<file path="config.mk">
export PLATFORM = sky130hd
export DESIGN_NAME = mau_lsu
export DESIGN_NICKNAME = d
export VERILOG_FILES = /design/src/rtl/mau_lsu.sv
export SDC_FILE = /design/constraint.sdc
export NUM_CORES = 1
export LEC_CHECK = 0
export ABC_AREA = 0
export BUFFER_PORTS_ARGS = -buffer_cell sky130_fd_sc_hd__buf_4
export CORE_AREA = 2 2 127 129
export DETAILED_ROUTE_END_ITERATION = 12
export DIE_AREA = 0 0 129 131
export GPL_ROUTABILITY_DRIVEN = 0
export GPL_TIMING_DRIVEN = 0
export SYNTH_ARGS = -nofsm -noshare
export SYNTH_HDL_FRONTEND = slang
export SYNTH_SLANG_ARGS = --single-unit
export TNS_END_PERCENT = 50
</file>
<file path="constraint.sdc">
create_clock -name clk -period 1.5 [get_ports clk]
set_input_delay 0.075 -clock clk [delete_from_list [all_inputs] [get_ports clk]]
set_output_delay 0.075 -clock clk [all_outputs]
set_load 0.02 [all_outputs]
</file>
<file path="src/rtl/mau_lsu.sv">
// mau_lsu: memory access unit between the ALU and writeback.
// Single-outstanding req/ack data-memory transaction with byte strobes,
// lane-replicated store data and sign/zero-extended load results.
// Optional build macro: MAU_MISALIGN_TRAP_EN (misaligned LH/LHU/SH/LW/SW
// trap to FAIL instead of having their low address bits forced to zero).
//
// state | meaning
// ------+--------------------------------------------------------------
// IDLE  | ready for a new op; mau_done may be high for the op just ended
// BUSY  | mem_req high, waiting for mem_ack or the timeout
// FAIL  | one-cycle error slot for an illegal/trapped op, no bus access
module mau_lsu #(
  parameter int unsigned TIMEOUT_CYCLES = 16
) (
  input  logic        clk,
  input  logic        reset,
  input  logic        mau_valid,
  input  logic        riscv_LOAD,
  input  logic        riscv_STORE,
  input  logic [2:0]  funct3,
  input  logic [31:0] addr_toMAU,
  input  logic [31:0] data_toMAU,
  output logic        mau_ready,
  output logic        mem_req,
  output logic        mem_we,
  output logic [31:0] mem_addr,
  output logic [31:0] mem_wdata,
  output logic [3:0]  mem_wstrb,
  input  logic        mem_ack,
  input  logic [31:0] mem_rdata,
  output logic        mau_done,
  output logic [31:0] mau_rdata,
  output logic        mau_err
);

  typedef enum logic [1:0] {
    ST_IDLE = 2'd0,
    ST_BUSY = 2'd1,
    ST_FAIL = 2'd2
  } state_t;

  localparam logic [7:0] TO_LAST = 8'(TIMEOUT_CYCLES - 1);

  state_t      state_q, state_d;
  logic [7:0]  cnt_q, cnt_d;
  logic        mem_we_q, mem_we_d;
  logic [31:0] mem_addr_q, mem_addr_d;
  logic [31:0] mem_wdata_q, mem_wdata_d;
  logic [3:0]  mem_wstrb_q, mem_wstrb_d;
  logic [2:0]  ld_f3_q, ld_f3_d;
  logic [1:0]  ld_lane_q, ld_lane_d;
  logic        done_q, done_d;
  logic        err_q, err_d;
  logic [31:0] rdata_q, rdata_d;

  logic        accept;
  logic        illegal;
  logic        misalign;
  logic [1:0]  lane;
  logic [3:0]  req_strb;
  logic [31:0] req_wdata;
  logic [7:0]  ld_byte;
  logic [15:0] ld_half;
  logic [31:0] ld_ext;

  assign accept = mau_valid && (state_q == ST_IDLE) && (riscv_LOAD || riscv_STORE);

  // Decode the presented op: legality, effective byte lane, strobes and store data.
  always_comb begin
    lane = addr_toMAU[1:0];
    case (funct3[1:0])
      2'b01:   lane[0] = 1'b0;
      2'b10:   lane    = 2'b00;
      default: lane    = addr_toMAU[1:0];
    endcase

    misalign = 1'b0;
`ifdef MAU_MISALIGN_TRAP_EN
    misalign = ((funct3[1:0] == 2'b01) && addr_toMAU[0]) ||
               ((funct3[1:0] == 2'b10) && (addr_toMAU[1:0] != 2'b00));
`endif

    illegal = (riscv_LOAD && riscv_STORE) ||
              (riscv_LOAD  && ((funct3 == 3'b011) || (funct3 == 3'b110) || (funct3 == 3'b111))) ||
              (riscv_STORE && (funct3[2] || (funct3[1:0] == 2'b11))) ||
              misalign;

    req_strb  = 4'b0000;
    req_wdata = 32'h0;
    if (riscv_STORE) begin
      case (funct3[1:0])
        2'b00: begin
          req_strb  = 4'b0001 << lane;
          req_wdata = {4{data_toMAU[7:0]}};
        end
        2'b01: begin
          req_strb  = lane[1] ? 4'b1100 : 4'b0011;
          req_wdata = {2{data_toMAU[15:0]}};
        end
        default: begin
          req_strb  = 4'b1111;
          req_wdata = data_toMAU;
        end
      endcase
    end
  end

  // Select the load lane from the returned word and extend it.
  always_comb begin
    case (ld_lane_q)
      2'd0:    ld_byte = mem_rdata[7:0];
      2'd1:    ld_byte = mem_rdata[15:8];
      2'd2:    ld_byte = mem_rdata[23:16];
      default: ld_byte = mem_rdata[31:24];
    endcase
    ld_half = ld_lane_q[1] ? mem_rdata[31:16] : mem_rdata[15:0];
    case (ld_f3_q)
      3'b000:  ld_ext = {{24{ld_byte[7]}}, ld_byte};
      3'b001:  ld_ext = {{16{ld_half[15]}}, ld_half};
      3'b100:  ld_ext = {24'h0, ld_byte};
      3'b101:  ld_ext = {16'h0, ld_half};
      default: ld_ext = mem_rdata;
    endcase
  end

  // Next-state and registered-output logic for the transaction FSM.
  always_comb begin
    state_d     = state_q;
    cnt_d       = cnt_q;
    mem_we_d    = mem_we_q;
    mem_addr_d  = mem_addr_q;
    mem_wdata_d = mem_wdata_q;
    mem_wstrb_d = mem_wstrb_q;
    ld_f3_d     = ld_f3_q;
    ld_lane_d   = ld_lane_q;
    rdata_d     = rdata_q;
    done_d      = 1'b0;
    err_d       = 1'b0;

    case (state_q)
      ST_IDLE: begin
        if (accept) begin
          if (illegal) begin
            state_d = ST_FAIL;
            done_d  = 1'b1;
            err_d   = 1'b1;
          end else begin
            state_d     = ST_BUSY;
            cnt_d       = 8'd0;
            mem_we_d    = riscv_STORE;
            mem_addr_d  = {addr_toMAU[31:2], 2'b00};
            mem_wdata_d = req_wdata;
            mem_wstrb_d = req_strb;
            ld_f3_d     = funct3;
            ld_lane_d   = lane;
          end
        end
      end
      ST_BUSY: begin
        if (mem_ack) begin
          state_d = ST_IDLE;
          cnt_d   = 8'd0;
          done_d  = 1'b1;
          if (!mem_we_q) rdata_d = ld_ext;
        end else if (cnt_q == TO_LAST) begin
          state_d = ST_IDLE;
          cnt_d   = 8'd0;
          done_d  = 1'b1;
          err_d   = 1'b1;
        end else begin
          cnt_d = cnt_q + 8'd1;
        end
      end
      ST_FAIL: state_d = ST_IDLE;
      default: state_d = ST_IDLE;
    endcase
  end

  // State and output registers with synchronous reset.
  always_ff @(posedge clk) begin
    if (reset) begin
      state_q     <= ST_IDLE;
      cnt_q       <= 8'd0;
      mem_we_q    <= 1'b0;
      mem_addr_q  <= 32'h0;
      mem_wdata_q <= 32'h0;
      mem_wstrb_q <= 4'b0000;
      ld_f3_q     <= 3'b000;
      ld_lane_q   <= 2'b00;
      done_q      <= 1'b0;
      err_q       <= 1'b0;
      rdata_q     <= 32'h0;
    end else begin
      state_q     <= state_d;
      cnt_q       <= cnt_d;
      mem_we_q    <= mem_we_d;
      mem_addr_q  <= mem_addr_d;
      mem_wdata_q <= mem_wdata_d;
      mem_wstrb_q <= mem_wstrb_d;
      ld_f3_q     <= ld_f3_d;
      ld_lane_q   <= ld_lane_d;
      done_q      <= done_d;
      err_q       <= err_d;
      rdata_q     <= rdata_d;
    end
  end

  assign mau_ready = (state_q == ST_IDLE);
  assign mem_req   = (state_q == ST_BUSY);
  assign mem_we    = mem_we_q;
  assign mem_addr  = mem_addr_q;
  assign mem_wdata = mem_wdata_q;
  assign mem_wstrb = mem_wstrb_q;
  assign mau_done  = done_q;
  assign mau_err   = err_q;
  assign mau_rdata = rdata_q;

endmodule

</file>
# Word-level counts from Yosys, hierarchy flattened
# Index checks and enable logic that the tools add are counted.
# classes
addsub	1
eq_ne	16
n_shift	1
n_mux	27
bitwise	2
n_reduce_logical	21
# ops
cell	count
one-hot mux 32 bit (4 select lines)	1
one-hot mux 32 bit (2 select lines)	1
two-way mux 32 bit	1
two-way mux 8 bit	4
one-hot mux 8 bit (3 select lines)	1
two-way mux 16 bit	1
one-hot mux 8 bit (2 select lines)	1
equality test 3 bit, second input constant	4
AND reduction 3 bit	3
adder 8 x 1 -> 8 bit, second input constant	1
equality test 8 x 4 -> 1 bit, second input constant	1
two-way mux 2 bit	4
two-way mux 4 bit	2
one-hot mux 4 bit (2 select lines)	1
two-way mux 1 bit	7
equality test 2 x 1 -> 1 bit, second input constant	3
equality test 2 bit, second input constant	3
zero test 2 bit	3
logical OR 1 bit	6
logical AND 1 bit	5
one-hot mux 1 bit (2 select lines)	2
one-hot mux 2 bit (2 select lines)	1
left shift 1 x 2 -> 4 bit, first input constant	1
equality test 3 x 1 -> 1 bit, second input constant	1
other kinds (9)	10
# word_totals
regBits	116
input_bits	105
out_inout_bits	105
word_cells	79

# Logic depth before layout (Yosys ltp)
# logic_depth
word_depth	9
mapped_depth	8
depth_no_buf	6

# Least setup slack after synthesis
# OpenSTA, ideal clock, no wires.
# synth_timing
path_type	input port to flip-flop
startpoint	in funct3[0]
endpoint	reg mem_wdata_q[23] (netlist: mem_wdata[23])
setup_time_ps	132
arrival_ps	1429
t_required_ps	1368
slack_ps	-61
cell_stages	8
n_path_buf	2
path_cell_list	inv_1 > ha_1 > clkbuf_1 > nor2_2 > buf_2 > mux2_2 > nand3_1 > a21oi_1
# synth_between
elab_chain_cells	8
elab_cells_between_ends	17
classes_between	eq/ne (5); mux (2); bitwise (1); reduce/logical (9)
# synth_rtl
item	line_no	text
start: declaration	20	input logic [2:0] funct3,
equality test 3 x 2 -> 1 bit or equality test 3 bit (tied branches)	84	(riscv_LOAD && ((funct3 == 3'b011) || (funct3 == 3'b110) || (funct3 == 3'b111))) ||
logical OR 1 bit (2 in a row)	84	
logical AND 1 bit	84	
logical OR 1 bit	83	illegal = (riscv_LOAD && riscv_STORE) ||
logical OR 1 bit	84	
inverter 1 bit (no source line)	-	
AND reduction 3 bit (no source line)	-	
end signal: assignment	198	mem_wdata_q <= mem_wdata_d;
end: declaration	48	logic [31:0] mem_wdata_q, mem_wdata_d;
# Parallel ways exist; a longest one is shown, timed or not.
# A chain may end at the register's enable or synchronous reset.

# Worst setup path in the final report
# layout_timing
startpoint	reg ld_lane_q[1]
endpoint	reg rdata_q[24] (netlist: mau_rdata[24])
# layout_between
elab_chain_cells	3
elab_cells_between_ends	6
classes_between	eq/ne (2); mux (3); reduce/logical (1)
# layout_rtl
item	line_no	text
start: declaration	51	logic [1:0] ld_lane_q, ld_lane_d;
start signal: assignment	201	ld_lane_q <= ld_lane_d;
equality test 2 bit (tied with other cells)	110	case (ld_lane_q)
one-hot mux 8 bit (3 select lines)	110	
one-hot mux 32 bit (4 select lines) *	117	case (ld_f3_q)
end signal: assignment	204	rdata_q <= rdata_d;
end: declaration	54	logic [31:0] rdata_q, rdata_d;
# Every way passes the cells marked *; elsewhere a longest branch is shown, timed or not.

==> results by group <==
Global routing
  • M2 GR Usage: a little under two fifths
  • First-pass GRT wire length: between 20 and 30 mm
  • Vias in the first global route: about 5600
  • Largest net degree at the start of global routing: 17
  • Met1 GRT Util: around a quarter
  • Antenna violations before repair: 0
  • Total grt overflow: 0
  • M3 GR Usage: between 6 and 7%
  • Total track usage: 22.41%
  • Most Crowded Layer GR: met2

Drt
  • ANT nets after route: 0
  • Vias per inst: approximately 5
  • Vias: ~6000
  • DRT Pass-1 Iters: 4
  • Starting DRT DRC Count: between 300 and 400
  • Final WL: between 15 and 20 mm
  • Remaining DRCs: 0
  • Routed WL per cell: ~17 um

Worst setup path
  • Worst R2R End: mau_rdata[24]
  • Critical path required time: ~1.8 ns
  • Type of origin of the critical path: register
  • Arr. time, crit path: 1.98 ns
  • Crit path to: mau_rdata[24]
  • Crit path depth: 6
  • Worst setup startpoint: ld_lane_q[1]
  • CP top delay family: compound AO/OA/AOI/OAI gates
  • Buf/Inv on CP: 2
  • Crit. End Element: register
  • CP max FO: 10
  • CP Class: reg2reg
  • Worst path max stage delay: 0.34 ns
  • Worst reg-to-reg setup slack: -0.15 ns
  • Reg2reg path depth: 6
  • Slowest CP cell: o31a_4
  • Cells along the critical path: buf_6 -> mux2i_4 -> mux2_4 -> o31a_4 -> buf_12 -> a211oi_2
  • FF-to-FF Start: ld_lane_q[1]

Synthesis
  • Sequential share of the synthesized area: between 40 and 50%
  • Synth Instances: around 650
  • Synth Warn #: 0
  • Fraction of registers with async set/reset: 0%
  • Largest cells by area after synthesis: dfxtp_1, nand2_1, a21oi_1, mux2_2, nor2_1
  • Synth cell count leaders: nand2_1, dfxtp_1, a21oi_1
  • Synthesized area per cell: ~8 um^2
  • Seq cells post-synth: roughly 120
  • Yosys cell types: 54
  • Mapped Area: roughly 5300 um^2
  • Main flop type after synthesis: dfxtp_1
  • EDFF count, synth: 0
  • Top-count cell post-synth: nand2_1
  • Post-synth top area cell: dfxtp_1
  • Yosys top cell area share: about 44%

Timing
  • Final Hold Violating Endpoints: 0
  • Fin crit period: around 1.6 ns
  • Fraction of the cycle the final worst path needs: 109.9%
  • Fmax: between 0.6 and 0.7 GHz
  • Final TNS setup: -2.063 ns
  • Final max-slew violation count: 0
  • RSZ-0062 raised after global routing: yes
  • Final WS setup: -0.1491 ns
  • Slew Limit Headroom: 53.83%
  • Slew @ Worst Pin: 0.6926 ns
  • Final setup viols: 25
  • Clock Skew: between 0.005 and 0.006 ns

Floorplan
  • Starting Density: roughly 34%
  • Die W: 129 um
  • CORE AREA: ~16000 um^2
  • DIE HEIGHT: 131 um
  • Core Rows: 46
  • Num ports: 210
  • Die area: between 15000 and 20000 um^2

Power and ir drop
  • Maximum VDD drop: between 700 and 800 uV
  • Sw Share: about a quarter
  • Clock share of power: a little under half
  • Cell Int Power: roughly 0.0069 W
  • Pwr/cell area: 1045 nW/um^2
  • NetSw: ~0.0023 W
  • Logic pwr share: about 17%
  • Leakage: between 3 and 4 nW
  • Overall Power: just over 0.009 W
  • Flop pwr share: 35.5%

Clock network
  • Num CTS Buffers: 17
  • Root Buffer: clkbuf_16
  • Reg clk slew, reported paths: roughly 0.05 ns
  • CTS tree: done
  • H-tree levels: 4
  • Later-pin clock latency in the skew report: ~0.42 ns
  • Sink Count: ~120
  • Clk buf depth: 2

Placement
  • Post-DP HPWL: about 14 mm
  • Placed insts: 1072
  • Number of port buffers: 207

Run
  • Max-Cap Viols: 0

Finish
  • Layout Cells excl Fill: 1180
  • ANT cells: 0
  • Layout cells sized above 1: 37.14%
  • Final nets: between 1000 and 1500
  • Synth-to-Final Area Change: 66.34%

Worst hold path
  • Min-Delay Path Class: in2reg
  • Min-delay src: reset

Status
  • Failing checks: setup timing
  • Status: finished with violations
## state kept, by name, indices dropped and copies added (netlist names)
register	count
mau_err	1
mau_done	1
mem_we	1
ld_f3_q	3
mem_wdata	32
mem_addr	30
mau_rdata	32
mem_wstrb	4
cnt_q	8
ld_lane_q	2
state_q	2
## worst min-delay path by stage
stage                    end  slack (ns)  cells past startpoint
5_1_grt             cnt_q[6]        0.08                      4
4_1_cts        mem_wdata[24]        0.06                      4
3_3_place_gp    mem_addr[25]        0.32                      3
6_report            cnt_q[6]        0.07                      4
3_5_place_dp    mem_addr[25]        0.33                      3
2_1_floorplan     ld_f3_q[0]        0.21                      2
## per-layer routing
| layer | share of wire [%] | routed length (um) | vias to the layer above |
|---|---|---|---|
| met5 | 0 | 0 | - |
| li1 | - | - | 2885 |
| met1 | 42 | 8243 | 2707 |
| met3 | 7.4 | 1439 | 44 |
| met2 | 47 | 9199 | 237 |
| met4 | 3.1 | 605 | 0 |
## logic make-up after synthesis
logic type               Yosys count  share of synthesized area (%)
flip-flops                       116                          43.72
buffers and inverters             60                          5.394
multiplexers                      18                          3.840
adder cells (fa/ha/maj)            5                          1.178
other                              1                        0.07060
XOR/XNOR                           2                         0.3299
AND/OR/NAND/NOR                  282                          24.36
AO/OA/AOI/OAI                    164                          21.11
## cells in the final DEF, fill, tap and decap left out, drive strengths merged, types with 19 or more instances in the layout
| cell | n |
|---|---|
| nand3 | 28 |
| a21oi | 82 |
| dlygate4sd3 | 66 |
| clkbuf | 47 |
| dfxtp | 116 |
| a211oi | 27 |
| nand2 | 142 |
| nor2 | 43 |
| buf | 246 |
| nand3b | 19 |
## what timing repair did
item | CTS | global route
setup endpoints to repair | 110 | 97
setup buffers | 4 | 8
pin swaps | 3 | 14
hold buffers | 66 | 0
endpoints found under the hold margin | 66 | 0
resized for setup | 30 | 56
gates cloned | 1 | 0
## power by group through the flow
stage	Sequential, W	Clock [W]	Combinational, W
after floorplan	0.00347	0	0.000557
after global placement	0.00334	0	0.00131
after detailed placement	0.00334	0	0.00131
after CTS	0.00328	0.00444	0.00151
after global routing	0.00329	0.00458	0.00169
final	0.00328	0.00438	0.00158
## metrics by stage
step	instance area, um^2	utilization (%)	hold WS, ns	setup WS (ns)
floorplan	5325	-	0.2103	-0.03522
global placement	7149	45.84	0.3222	-0.4826
detailed placement	7149	45.84	0.3303	-0.4466
CTS	8600	55.13	0.05892	-0.1444
global route	8835	56.64	0.07705	-0.1979
finish	8835	56.64	0.07259	-0.1491
## layout make-up
class | count | area [um^2]
inverters | 6 | 26.28
plain buffers | 52 | 366.6
clock inverters | 9 | 150.1
multi-input cells | 474 | 2878
flip-flops and latches | 116 | 2338
well taps | 216 | 270.3
clock buffers | 22 | 484.2
repair buffers | 285 | 2321
fillers | 1441 | 6763
## worst min-delay path: stages
cell       delay (ns)
buf_4            0.12
nor4b_2          0.07
o21ai_4          0.10
o2bb2ai_1        0.07
Note: power is estimated with default switching activity, not from simulation.
